$ cat config.mk
export PLATFORM = sky130hd
export DESIGN_NAME = pipeline_hazard_controller
export DESIGN_NICKNAME = d
export VERILOG_FILES = /design/src/rtl/pipeline_hazard_controller.sv
export SDC_FILE = /design/constraint.sdc
export NUM_CORES = 1
export LEC_CHECK = 0
export ABC_AREA = 1
export CAP_MARGIN = 20
export CORE_UTILIZATION = 30
export DETAILED_ROUTE_END_ITERATION = 7
export PLACE_DENSITY = 0.53
export SLEW_MARGIN = 20
export SYNTH_ARGS = -nofsm -noshare
export SYNTH_HDL_FRONTEND = slang
export SYNTH_SLANG_ARGS = --single-unit
$ cat constraint.sdc
create_clock -name clock -period 2.8 [get_ports clock]
set_input_delay 0.7 -clock clock [delete_from_list [all_inputs] [get_ports clock]]
set_output_delay 0.7 -clock clock [all_outputs]
set_load 0.05 [all_outputs]
$ cat src/rtl/pipeline_hazard_controller.sv
// Stall/flush sequencer for the five-stage pipeline: resolves load-use, taken-branch
// and data-memory wait hazards into per-stage load/bubble controls plus perf counters.
module pipeline_hazard_controller #(
    parameter int COUNTER_WIDTH = 32,
    parameter int MEM_TIMEOUT   = 15
) (
    input  logic                     clock,
    input  logic                     reset,
    input  logic [4:0]               idRs1,
    input  logic [4:0]               idRs2,
    input  logic                     idUsesRs1,
    input  logic                     idUsesRs2,
    input  logic [4:0]               exRd,
    input  logic                     exMemoryReadEnable,
    input  logic                     memBranch,
    input  logic                     memBranchEnable,
    input  logic                     memMemoryReadEnable,
    input  logic                     memMemoryWriteEnable,
    input  logic                     dmemReady,
    output logic                     pcWrite,
    output logic                     ifIdWrite,
    output logic                     idExWrite,
    output logic                     exMemWrite,
    output logic                     memWbWrite,
    output logic                     ifIdFlush,
    output logic                     idExFlush,
    output logic                     exMemFlush,
    output logic                     memWbFlush,
    output logic                     pcSelectBranch,
    output logic [COUNTER_WIDTH-1:0] stallCount,
    output logic [COUNTER_WIDTH-1:0] flushCount,
    output logic                     memError,
    output logic [1:0]               state
);

    typedef enum logic [1:0] {
        RUN      = 2'b00,
        MEM_WAIT = 2'b01,
        FLUSH    = 2'b10
    } state_t;

    localparam int WAIT_WIDTH = $clog2(MEM_TIMEOUT + 1);
    localparam logic [WAIT_WIDTH-1:0] WAIT_LIMIT = WAIT_WIDTH'(MEM_TIMEOUT);
    localparam logic [WAIT_WIDTH-1:0] WAIT_LAST  = WAIT_WIDTH'(MEM_TIMEOUT - 1);

    state_t                current_state;
    state_t                next_state;
    logic [WAIT_WIDTH-1:0] wait_count;
    logic                  mem_pending;
    logic                  branch_taken;
    logic                  load_use;
    logic                  do_stall;
    logic                  do_branch;
    logic                  do_load_use;
    logic                  wait_increment;
    logic                  wait_clear;

    assign mem_pending  = (memMemoryReadEnable | memMemoryWriteEnable) & ~dmemReady;
    assign branch_taken = memBranch & memBranchEnable;
    assign load_use     = exMemoryReadEnable && (exRd != 5'd0) &&
                          ((idUsesRs1 && (idRs1 == exRd)) || (idUsesRs2 && (idRs2 == exRd)));
    assign state        = current_state;

    always_comb begin
        next_state     = current_state;
        do_stall       = 1'b0;
        do_branch      = 1'b0;
        do_load_use    = 1'b0;
        wait_increment = 1'b0;
        wait_clear     = 1'b0;
        if (!reset) begin
            unique case (current_state)
                RUN: begin
                    if (mem_pending) begin
                        do_stall   = 1'b1;
                        next_state = MEM_WAIT;
                    end else if (branch_taken) begin
                        do_branch  = 1'b1;
                        next_state = FLUSH;
                    end else if (load_use) begin
                        do_load_use = 1'b1;
                    end
                end
                MEM_WAIT: begin
                    if (!dmemReady) begin
                        do_stall       = 1'b1;
                        wait_increment = 1'b1;
                    end else begin
                        wait_clear = 1'b1;
                        next_state = RUN;
                        if (branch_taken) begin
                            do_branch  = 1'b1;
                            next_state = FLUSH;
                        end else if (load_use) begin
                            do_load_use = 1'b1;
                        end
                    end
                end
                FLUSH: begin
                    // ID/EX holds a bubble here, so load-use cannot fire
                    next_state = RUN;
                    if (mem_pending) begin
                        do_stall   = 1'b1;
                        next_state = MEM_WAIT;
                    end else if (branch_taken) begin
                        do_branch  = 1'b1;
                        next_state = FLUSH;
                    end
                end
                default: next_state = RUN;
            endcase
        end
    end

    always_comb begin
        pcWrite        = 1'b1;
        ifIdWrite      = 1'b1;
        idExWrite      = 1'b1;
        exMemWrite     = 1'b1;
        memWbWrite     = 1'b1;
        ifIdFlush      = 1'b0;
        idExFlush      = 1'b0;
        exMemFlush     = 1'b0;
        memWbFlush     = 1'b0;
        pcSelectBranch = 1'b0;
        if (do_stall) begin
            pcWrite    = 1'b0;
            ifIdWrite  = 1'b0;
            idExWrite  = 1'b0;
            exMemWrite = 1'b0;
            memWbWrite = 1'b0;
            memWbFlush = 1'b1;
        end
        if (do_branch) begin
            pcSelectBranch = 1'b1;
            ifIdFlush      = 1'b1;
            idExFlush      = 1'b1;
            exMemFlush     = 1'b1;
        end
        if (do_load_use) begin
            pcWrite   = 1'b0;
            ifIdWrite = 1'b0;
            idExFlush = 1'b1;
        end
    end

    always_ff @(posedge clock) begin
        if (reset) begin
            current_state <= RUN;
            wait_count    <= '0;
            stallCount    <= '0;
            flushCount    <= '0;
            memError      <= 1'b0;
        end else begin
            current_state <= next_state;
            if (wait_clear) begin
                wait_count <= '0;
            end else if (wait_increment && (wait_count != WAIT_LIMIT)) begin
                wait_count <= wait_count + 1'b1;
            end
            if (wait_increment && (wait_count == WAIT_LAST)) begin
                memError <= 1'b1;
            end
            if (!pcWrite && (stallCount != '1)) begin
                stallCount <= stallCount + 1'b1;
            end
            if (do_branch && (flushCount != '1)) begin
                flushCount <= flushCount + 1'b1;
            end
        end
    end

endmodule
# Yosys cells after proc, flatten, opt, wreduce, memory -nomap -nowiden
# Index checks and enable logic that the tools add are counted.
[totals]
out_inout_bits = 77
ff_bits = 71
[classes]
muxes = 31
eq_ne = 10
n_addsub = 3
n_reduce_logical = 15
bitwise = 4
[ops]
columns = ["op", "n"]
rows = [
  ["32-bit by 1-bit adder with 32-bit output, second input constant", 2],
  ["32-bit inequality test, second input constant", 2],
  ["1-bit two-way mux", 22],
  ["5-bit == test", 2],
  ["2-bit two-way mux", 5],
  ["1-bit logical AND", 8],
  ["1-bit case mux with 2 select lines", 3],
  ["2-bit case mux with 3 select lines", 1],
  ["5-bit nonzero test", 1],
  ["4-bit by 1-bit adder with 4-bit output, second input constant", 1],
  ["4-bit == test, second input constant", 1],
  ["4-bit inequality test, second input constant", 1],
  ["2-bit OR reduction", 2],
  ["3-bit inequality test, second input constant", 1],
  ["1-bit bitwise AND", 2],
  ["2-bit by 1-bit == test with 1-bit output, second input constant", 1],
  ["2-bit == test, second input constant", 1],
  ["2-bit logical NOT", 1],
  ["2-bit inequality test, second input constant", 1],
  ["2-bit AND reduction", 1],
  ["1-bit logical NOT", 1],
  ["1-bit logical OR", 1],
  ["1-bit inverter", 1],
  ["1-bit OR", 1],
]

# Depth between registers and ports, before layout
[logic_depth]
word_depth = 12
ltp_mapped = 12
ltp_nobuf = 11

# Least setup slack after synthesis
# Ideal clock, no wire load.
[synth_timing]
path_type = "input -> output"
startpoint = "in memMemoryWriteEnable"
endpoint = "out pcWrite"
cell_stages = 7
path_slack_ns = -0.315
t_arrival_ns = 2.415
path_cell_list = "o21bai_1 o21ai_0 nand2_1 nand2_2 buf_4 inv_1 buf_4"
[synth_between]
elab_chain_cells = 7
elab_cells_between_ends = 10
[synth_lines]
columns = ["item", "line", "source"]
rows = [
  ["from (decl)", "18", "input logic memMemoryWriteEnable,"],
  ["1-bit OR", "58", "assign mem_pending = (memMemoryReadEnable | memMemoryWriteEnable) & ~dmemReady;"],
  ["1-bit bitwise AND", "58", ""],
  ["1-bit two-way mux", "74, 102", ""],
  ["1-bit case mux with 2 select lines", "72", "unique case (current_state)"],
  ["1-bit two-way mux", "71", "if (!reset) begin"],
  ["1-bit two-way mux", "-", ""],
  ["named net exMemWrite", "23", "output logic exMemWrite,"],
  ["1-bit two-way mux", "140", "if (do_load_use) begin"],
  ["to (decl)", "20", "output logic pcWrite,"],
]
# The timed path passes the listed nets, and every way through them passes these cells.

# Worst setup path after layout
[layout_timing]
startpoint = "in memMemoryWriteEnable"
endpoint = "out pcWrite"
[layout_between]
elab_chain_cells = 7
elab_cells_between_ends = 10
[layout_lines]
columns = ["item", "line", "source"]
rows = [
  ["1-bit OR *", "58", ""],
  ["1-bit bitwise AND *", "58", ""],
  ["1-bit two-way mux", "74, 102", ""],
  ["1-bit case mux with 2 select lines", "72", ""],
  ["1-bit two-way mux", "71", ""],
  ["1-bit two-way mux", "126", "if (do_stall) begin"],
  ["1-bit two-way mux *", "140", ""],
]
# Mark *: on every way between the ends. The rest lies on a longest branch, timed or not.

==> impl_metrics.env <==
export IMPL_cts_tree="done"
export IMPL_clockBufferDepth=2
export IMPL_place_area_um2=6090
export IMPL_setup_violations=0
export IMPL_synth_top_area_share_pct=29.9
export IMPL_yosysWarnings=0
export IMPL_hpwl_mm=10.6
export IMPL_wl_per_cell_um=12.8
export IMPL_fin_crit_ps=2740
export IMPL_antenna_found_initial=0
export IMPL_start_util_pct=31.0
export IMPL_synth_area_leader_cell="dfxtp_1"
export IMPL_port_buffers=101
export IMPL_final_nets=915
export IMPL_cts_clk_slew_worst_paths_ps=60
export IMPL_vias=5125
export IMPL_required_ps=2100
export IMPL_synth_seq_cells=71
export IMPL_intPower_uw=1830
export IMPL_syn_inst=785
export IMPL_fin_crit_sh_pct=97.9
export IMPL_power_leakage_uw=0.00243
export IMPL_cp_start_kind="primary input"
export IMPL_synth_seq_area_share_pct=29.9
export IMPL_slew_viol_final=0
export IMPL_arrival_ps=2040
export IMPL_min_path_type="reg2reg"
export IMPL_drive_above_1_share_pct=8.42
export IMPL_drt_iter0_drc=350
export IMPL_firstDrtPassIters=5
export IMPL_timing_max_slew_rel_slack_pct=54.4
export IMPL_die_area_um2=16400
export IMPL_r2r_start="stallCount[0]$_SDFFE_PP0P_"
export IMPL_tightest_slew_ps=677
export IMPL_finalNonFillerCells=1102
export IMPL_grt_usage_pct=18.0
export IMPL_p_sw_uw=629
export IMPL_clk_latency_ps=340
export IMPL_hold_ws_ps=480
export IMPL_crit_family="buffers and inverters"
export IMPL_viasPerCell=4.65
export IMPL_path_buf_inv=3
export IMPL_grt_ovfl_total=0
export IMPL_grt_pass1_vias=4628
export IMPL_critPathLaunch="memMemoryWriteEnable"
export IMPL_postSynthAreaPerCell_um2=6.06
export IMPL_hp_start="memError$_SDFFE_PP0P_"
export IMPL_ant_nets=0
export IMPL_p_per_area_nw_per_um2=380
export IMPL_drv_cap=0
export IMPL_post_route_drc_count=0
export IMPL_root_buffer="clkbuf_16"
export IMPL_diodes=0
export IMPL_place_ws_ps=-85.0
export IMPL_final_area_um2=6470
export IMPL_floorplan_rows=45
export IMPL_grt_pass1_wl_mm=23.4
export IMPL_path_max_fanout=3
export IMPL_synth_nets=814
export IMPL_cts_buffers=9
export IMPL_synth_area_top_cells="dfxtp_1 (30%), nand2_1 (24%), nor2_1 (8.3%), a21oi_1 (6.7%), nand3_1 (5.4%)"
export IMPL_place_congestion=0.877
export IMPL_power_frac_clock_pct=47.8
export IMPL_die_y_um=128
export IMPL_fmax_mhz=365
export IMPL_status="complete, no violations"
export IMPL_critPathCaptureType="output pin"
export IMPL_final_hold_violation_count=0
export IMPL_finalClockSkew_ps=4.46
export IMPL_path_cells="clkdlybuf4s50_1 > o21bai_4 > nand3_2 > a21oi_2 > nand2_2 > nand2_4 > clkinvlp_4 > buf_8"
export IMPL_cts_sinks=71
export IMPL_ys_types=32
export IMPL_power_uw=2460
export IMPL_critPathKind="in2out"
export IMPL_seqPwrFrac_pct=41.6
export IMPL_p_comb_share_pct=10.6
export IMPL_grt_max_degree=61
export IMPL_worst_path_max_delay_cell="clkdlybuf4s50_1"
export IMPL_h_tree_depth=3
export IMPL_worst_path_largest_cell_delay_ps=440
export IMPL_drt_wl_total_mm=14.1
export IMPL_layout_setup_ws_ps=57.5
export IMPL_swShare_pct=25.6
export IMPL_ios=102
export IMPL_area_growth_synth_to_final_pct=36.1
export IMPL_dp_cells=1085
export IMPL_core_area_um2=15300
export IMPL_die_w_um=128
export IMPL_syn_area_um2=4750
export IMPL_ir_drop_v=0.000296
synthesized netlist by cell type:
library cell and number:
a211oi_1 1, a21oi_1 64, a21oi_4 1, a31oi_2 1, a41oi_1 1, and3_1 1, buf_2 3, buf_4 15
buf_6 2, clkbuf_1 8, dfxtp_1 71, ha_1 4, inv_1 56, inv_2 3, inv_4 1, nand2_1 298
nand2_2 7, nand2_4 1, nand3_1 51, nand3b_1 21, nand4_1 9, nor2_1 105, nor2_2 3, nor2_4 3
nor3_1 10, nor3_2 2, nor3b_1 2, nor4_1 1, o21ai_0 6, o21bai_1 4, xnor2_1 8, xor2_1 22
worst min-delay path, stage by stage, from the launching register on:
cell and delay (ps):
dfxtp_1 330, a41oi_1 50, nor2_1 70
sequential cells by signal, indices dropped and copies added, names as in the netlist:
name and flops:
flushCount 32, memError 1, stallCount 32, state 2
wait_count 4
stage by stage:
step / utilization [%] / setup TNS [ps]
after floorplan: - / 0
after global placement: 39.8 / -261
after detailed placement: 39.8 / -243
after CTS: 41.8 / -3.10
after global routing: 42.3 / -14.6
final: 42.3 / 0
cells in the final DEF, fill, tap and decap left out, drive strengths merged, types with 2 or more instances in the layout:
master and instances:
dlymetal6s2s 11, o21bai 4, nor3b 2, a21oi 65
nand3 51, xor2 22, nand4 9, nand2 306
xnor2 8, ha 4, clkinv 3, clkdlybuf4s50 74
buf 28, nor2 111, clkinvlp 3, clkbuf 10
o21ai 6, inv 59, dlygate4sd2 5, nor3 12
nand3b 21, dfxtp 71
power groups by stage:
stage / logic [uW] / registers [uW] / clock network [uW]
6_report: 261 / 1020 / 1180
5_1_grt: 284 / 1020 / 1260
4_1_cts: 260 / 1020 / 1220
3_5_place_dp: 257 / 1050 / 0
3_3_place_gp: 257 / 1050 / 0
2_1_floorplan: 137 / 1060 / 0
metal layers:
metal / part of all wire (%) / wire (um) / GRT usage (%)
met1: 51 / 7240 / 26.1
met2: 43 / 6040 / 26.8
met3: 4.5 / 630 / 2.84
met4: 1.5 / 205 / 6.37
met5: 0 / 0 / 0
timing repair:
item                                    4_1_cts  5_1_grt
hold buffers                                  0        0
pin swaps                                     2       13
endpoints found under the setup margin        3        4
buffers inserted                              0        1
hold endpoints to repair                      0        0
resized for setup                            12       17
cells by family after synthesis:
family	after synthesis	share of synthesized area (%)
AOI/OAI and AO/OA	78	8.95
adders and majority gates	4	1.05
DFF	71	29.9
buffers and inverters	88	8.58
and+or+nand+nor	514	46.0
xor gates and xnor gates	30	5.53
final timing paths:
path | end | slack [ps] | cells past startpoint
worst max-delay path | pcWrite | 60 | 8
worst min-delay path | memError$_SDFFE_PP0P_ | 480 | 2
worst max register to register | stallCount[24]$_SDFFE_PP0P_ | 520 | 10
worst min register to register | memError$_SDFFE_PP0P_ | 480 | 2
layout make-up:
cell class	instances	area [um2]
timing repair buffer	118	1290
multi-input combinational	626	2970
fill	1665	8840
clock inverter	6	60.1
clock buffer	10	239
sequential	71	1420
inverter	60	231
tap	211	264
Note: power is estimated with default switching activity, not from simulation.
==> variant 1: new RTL, same flow settings <==
Make the reset (`reset`) asynchronous in one clocked block.
--- a/src/rtl/pipeline_hazard_controller.sv
+++ b/src/rtl/pipeline_hazard_controller.sv
@@ -144,7 +144,7 @@
         end
     end
 
-    always_ff @(posedge clock) begin
+    always_ff @(posedge clock or posedge reset) begin
         if (reset) begin
             current_state <= RUN;
             wait_count    <= '0;
Function: differs if reset is asserted again (counterexample within 4 cycles, from zero or initial values and one cycle with reset high); with reset held inactive, the same outputs for 10 cycles.
==> variant 1 against the original RTL <==
  * Worst setup slack improved by 0.044 ns
  * Design area rose by 4.3%
  * Wire length rose by 4.7%
  * Count of clock-buffer cells in the layout rose by 3
  * Clock skew rose by 0.0023 ns
  * First-iteration DRC count rose by 27%
  * Maximum frequency rose by 1.6%
  * Die area rose by 5.4%
  * Critical path depth rose by 1
  * Area after synthesis rose by 5.5%
  * Sequential cell count did not move
  * Highest routed layer unchanged
Power is not compared: it rests on default switching activity, and its combinational part moved more than twofold at a synthesized area within 25%.
==> variant 1: results (changes against the original RTL) <==
Distinct cells, synth = 30 (was 32)
dpl cell area = 0.006400 mm² (was 0.006090 mm²)
Reg2Reg Launch Point = flushCount[0] (was stallCount[0])
worst slack, placed = -0.1386 ns (was -0.08498 ns)
largest net degree at the start of global routing = 70 (was 61)
Vias/cell = 4.645 (was 4.651)
Post-Synthesis Cells = 775 (was 785)
synth cell count leaders = 341 x nand2_1, 95 x nor2_1, 71 x dfrtp_1, 62 x inv_1, 58 x nand3_1 (was 298 x nand2_1, 105 x nor2_1, 71 x dfxtp_1, 64 x a21oi_1, 56 x inv_1)
critical path fanouts, max = 2 (was 3)
min-delay src = memError (unchanged)
skew final = 0.006743 ns (was 0.004462 ns)
fin nets = 913 (was 915)
Top FF cell, synth = dfrtp_1 (was dfxtp_1)
dpl hpwl = 11.25 mm (was 10.58 mm)
Net Count, Synth = 804 (was 814)
initial detailed-routing violation count = 445 (was 350)
Async SR Flop Fraction = 1.000 (was 0)
first-pass GRT wire length = 24.53 mm (was 23.37 mm)
Max transition margin = 0.3931 (was 0.5444)
synth top area cells = dfrtp_1 35%, nand2_1 26%, nor2_1 7.1%, nand3_1 5.8%, inv_1 4.6% (was dfxtp_1 30%, nand2_1 24%, nor2_1 8.3%, a21oi_1 6.7%, nand3_1 5.4%)
sequential share of the synthesized area = 0.3542 (was 0.2989)
status = finished, final reports clean (unchanged)
routed wire length = 14.79 mm (was 14.13 mm)
Vias = 5133 (was 5125)
dpl cells = 1086 (was 1085)
global-route usage over all layers = 0.1771 (was 0.1802)
-- variant 1: changes by cell type after synthesis, moves of 8 or more --
cell      before  now
nand2_1      298  341
nor3_1        10   19
nor2_1       105   95
o21ai_2        0   13
dfrtp_1        0   71
buf_4         15    7
a21oi_1       64    3
nand3b_1      21   13
dfxtp_1       71    0
-- variant 1: kinds of logic after synthesis --
kind of cell / after synthesis / share of synthesized area
adders and majority gates: 4 / 0.009978
xor gates and xnor gates: 29 / 0.05064
buffers and inverters: 89 / 0.08331
AOI/OAI and AO/OA: 32 / 0.04315
DFF: 71 / 0.3542
and+or+nand+nor: 550 / 0.4587
-- variant 1: worst paths after layout --
path | end | slack, ns | cells past startpoint
setup / recovery | ifIdWrite | 0.10 | 9
hold / removal | memError | 0.48 | 1
setup reg to reg | flushCount[7] | 0.56 | 11
hold reg to reg | memError | 0.48 | 1
max in group asynchronous | stallCount[2] | 1.17 | 4
min in group asynchronous | state[1] | 0.53 | 3
-- variant 1: per-stage QoR --
stage | util | power [mW]
2_1_floorplan | - | 2.586
3_3_place_gp | 0.3971 | 3.187
3_5_place_dp | 0.3971 | 3.193
4_1_cts | 0.4158 | 4.340
5_1_grt | 0.4189 | 4.524
6_report | 0.4189 | 4.293
-- variant 1: what timing repair did --
item,CTS,global route
setup endpoints to repair,6,3
pin swaps,11,8
resized for setup,22,12
setup buffers,1,2
-- variant 1: worst max-delay path, delay by kind of cell --
kind / cells / cell delay [ns]
compound gates: 1 / 0.07
buf+inv: 3 / 0.76
simple gates: 5 / 0.47
-- variant 1: area by class of cell --
| class | count | area (µm²) |
|---|---|---|
| Multi-Input combinational cell | 615 | 2892 |
| Tap cell | 216 | 270.3 |
| Clock buffer | 13 | 260.3 |
| Fill cell | 1750 | 9364 |
| Clock inverter | 3 | 17.52 |
| Inverter | 69 | 266.5 |
| Sequential cell | 71 | 1777 |
| Timing Repair Buffer | 118 | 1269 |
-- variant 1: power groups by stage --
stage	Clock [mW]	Sequential, mW	Combinational [mW]
floorplan	0	1.88	0.702
global placement	0	1.43	1.76
detailed placement	0	1.43	1.76
CTS	1.14	1.41	1.79
global route	1.17	1.44	1.91
finish	1.10	1.41	1.78
-- variant 1: metal layers --
layer	track usage	vias to the layer above	wire, µm
met5	0	-	0
met3	0.02855	17	724
met1	0.2468	2347	7212
met4	0.05685	0	219
li1	-	2640	-
met2	0.2787	129	6631
==> variant 2: new RTL, same flow settings <==
Made on the original files. Change the parameter `MEM_TIMEOUT` from 15 to 30.
--- a/src/rtl/pipeline_hazard_controller.sv
+++ b/src/rtl/pipeline_hazard_controller.sv
@@ -2,7 +2,7 @@
 // and data-memory wait hazards into per-stage load/bubble controls plus perf counters.
 module pipeline_hazard_controller #(
     parameter int COUNTER_WIDTH = 32,
-    parameter int MEM_TIMEOUT   = 15
+    parameter int MEM_TIMEOUT   = 30
 ) (
     input  logic                     clock,
     input  logic                     reset,
Behaviour: same outputs for any inputs over 4 cycles, from zero or initial values and one cycle with reset high; that may be too few to reach the edited logic, so the function may still have changed.
==> variant 2 against the original RTL <==
  * Area after synthesis is 4.3% higher
  * Design area is 1.1% higher
  * Die area is 4.3% higher
  * Count of clock-buffer cells in the layout is 2 higher
  * Utilization is 1.4 points lower
  * Via count is 1.1% lower
  * Combinational power hardly changed
  * Sequential cell count is 1 higher
  * Largest cell class unchanged
  * First-iteration DRC count is 15% lower
  * Power is 1.6% lower
  * Register-to-register slack better by 0.21 ns
  * Largest power group unchanged
  * Wire length is 0.98% higher
  * Maximum frequency is 2.0% higher
  * Worst setup slack better by 0.054 ns
==> variant 2: results (changes against the original RTL) <==
Num CTS Buffers = 9 (unchanged)
Max stage delay on crit path = 0.48 ns (was 0.44 ns)
critical path fanouts, max = 2 (was 3)
Worst Hold Class = flop to flop (unchanged)
Vias/cell = 4.604 (was 4.651)
WP data arrival = 1.99 ns (was 2.04 ns)
fill cell count = 1736 (was 1665)
skew final = 0.007757 ns (was 0.004462 ns)
routed wire length = 14.26 mm (was 14.13 mm)
dpl cell area = 0.006236 mm² (was 0.006090 mm²)
worst slack, placed = -0.1193 ns (was -0.08498 ns)
initial detailed-routing violation count = 299 (was 350)
Net Count, Synth = 813 (was 814)
Distinct cells, synth = 37 (was 32)
sequential share of the synthesized area = 0.2905 (was 0.2989)
Max transition margin = 0.4729 (was 0.5444)
ant diodes = 0 (unchanged)
syn avg cell area = 6.336 µm² (was 6.057 µm²)
Clock Tree Buf Depth = 2 (unchanged)
synth top area cells = dfxtp_1 29%, nand2_1 21%, nor2_1 8.2%, nand3_1 4.9%, inv_1 4.3% (was dfxtp_1 30%, nand2_1 24%, nor2_1 8.3%, a21oi_1 6.7%, nand3_1 5.4%)
synth cell count leaders = 282 x nand2_1, 109 x nor2_1, 72 x dfxtp_1, 57 x inv_1, 49 x nand3_1 (was 298 x nand2_1, 105 x nor2_1, 71 x dfxtp_1, 64 x a21oi_1, 56 x inv_1)
Sw Ratio = 0.2438 (was 0.2556)
first-pass GRT wire length = 22.99 mm (was 23.37 mm)
htree depth = 3 (unchanged)
status = finished, final reports clean (unchanged)
dpl hpwl = 10.68 mm (was 10.58 mm)
fin nets = 913 (was 915)
largest net degree at the start of global routing = 60 (was 61)
latest clock arrival within the worst-skew pair = 0.34 ns (about the same)
GP Congestion = 0.8576 (was 0.8770)
Top Registers = flushCount x32, stallCount x32, wait_count x5 (was flushCount x32, stallCount x32, wait_count x4)
global-route usage over all layers = 0.1743 (was 0.1802)
layout cell share with drive strength beyond 1 = 0.1141 (was 0.08418)
Slowest-stage cell, CP = clkdlybuf4s50_1 (unchanged)
CTS root buffer = clkbuf_16 (unchanged)
vias in the first global route = 4519 (was 4628)
Peak VDD IR = 289.5 µV (was 296.1 µV)
Lkg Pwr = 2.469 nW (was 2.427 nW)
DR pass1 iterations = 4 (was 5)
Port Buffer Count = 101 (unchanged)
Vias = 5069 (was 5125)
dpl cells = 1088 (was 1085)
variant 2: cell count changes after synthesis, sizes merged, moves of 2 or more:
cell and delta:
nand2 -10, o21ai +5, clkbuf -4, nor2 +4, a21oi -3, buf +3, inv +3, nand3 -2
nand3b -2, nand4 +2, o21bai -2, xnor2 +2
variant 2: routing by layer:
layer | vias up | part of all wire | GRT usage
met5 | - | 0 | 0
met4 | 0 | 0.014 | 0.05139
met3 | 13 | 0.064 | 0.03909
met2 | 138 | 0.43 | 0.2683
met1 | 2244 | 0.50 | 0.2419
li1 | 2674 | - | -
variant 2: cell families (layout without fill, tap and decap cells):
| logic type | after synthesis | count (layout) | share of synthesized area |
|---|---|---|---|
| flops | 72 | 72 | 0.2905 |
| compound gates | 77 | 77 | 0.09761 |
| simple gates | 508 | 508 | 0.4484 |
| buf+inv | 90 | 192 | 0.09609 |
| fa+ha+maj | 5 | 5 | 0.01261 |
| xor+xnor | 31 | 31 | 0.05473 |
variant 2: layout make-up:
type | count | area (µm²) | share of cell area
multi-input combinational | 621 | 3059 | 0.4674
tap | 216 | 270.3 | 0.04129
clock buffer | 12 | 246.5 | 0.03766
sequential | 72 | 1441 | 0.2202
inverter | 63 | 247.7 | 0.03785
timing repair buffer | 116 | 1250 | 0.1910
clock inverter | 1 | 30.03 | 0.004588
variant 2: worst paths after layout:
| kind | cells after the start | start | slack [ns] | end |
|---|---|---|---|---|
| worst max-delay path | 9 | idRs1[0] | 0.11 | ifIdWrite |
| worst min-delay path | 2 | memError | 0.46 | memError |
| worst max register to register | 10 | stallCount[1] | 0.73 | stallCount[28] |
| worst min register to register | 2 | memError | 0.46 | memError |
variant 2: power groups by stage:
| stage | Combinational (mW) | Sequential [mW] | Clock (mW) |
|---|---|---|---|
| after CTS | 0.265 | 1.04 | 1.16 |
| after floorplan | 0.151 | 1.07 | 0 |
| after global placement | 0.267 | 1.06 | 0 |
| after global routing | 0.282 | 1.04 | 1.18 |
| after detailed placement | 0.267 | 1.06 | 0 |
| final | 0.260 | 1.04 | 1.12 |
variant 2: critical path: cells and delay by family:
family	cells	cell delay, ns
buf+inv	3	0.79
simple gates	6	0.50
variant 2: timing repair:
| item | CTS | global route |
|---|---|---|
| pin swaps | 5 | 14 |
| endpoints found under the setup margin | 2 | 7 |
| cloned | 0 | 0 |
| resized for setup | 9 | 16 |
| setup buffers | 0 | 0 |
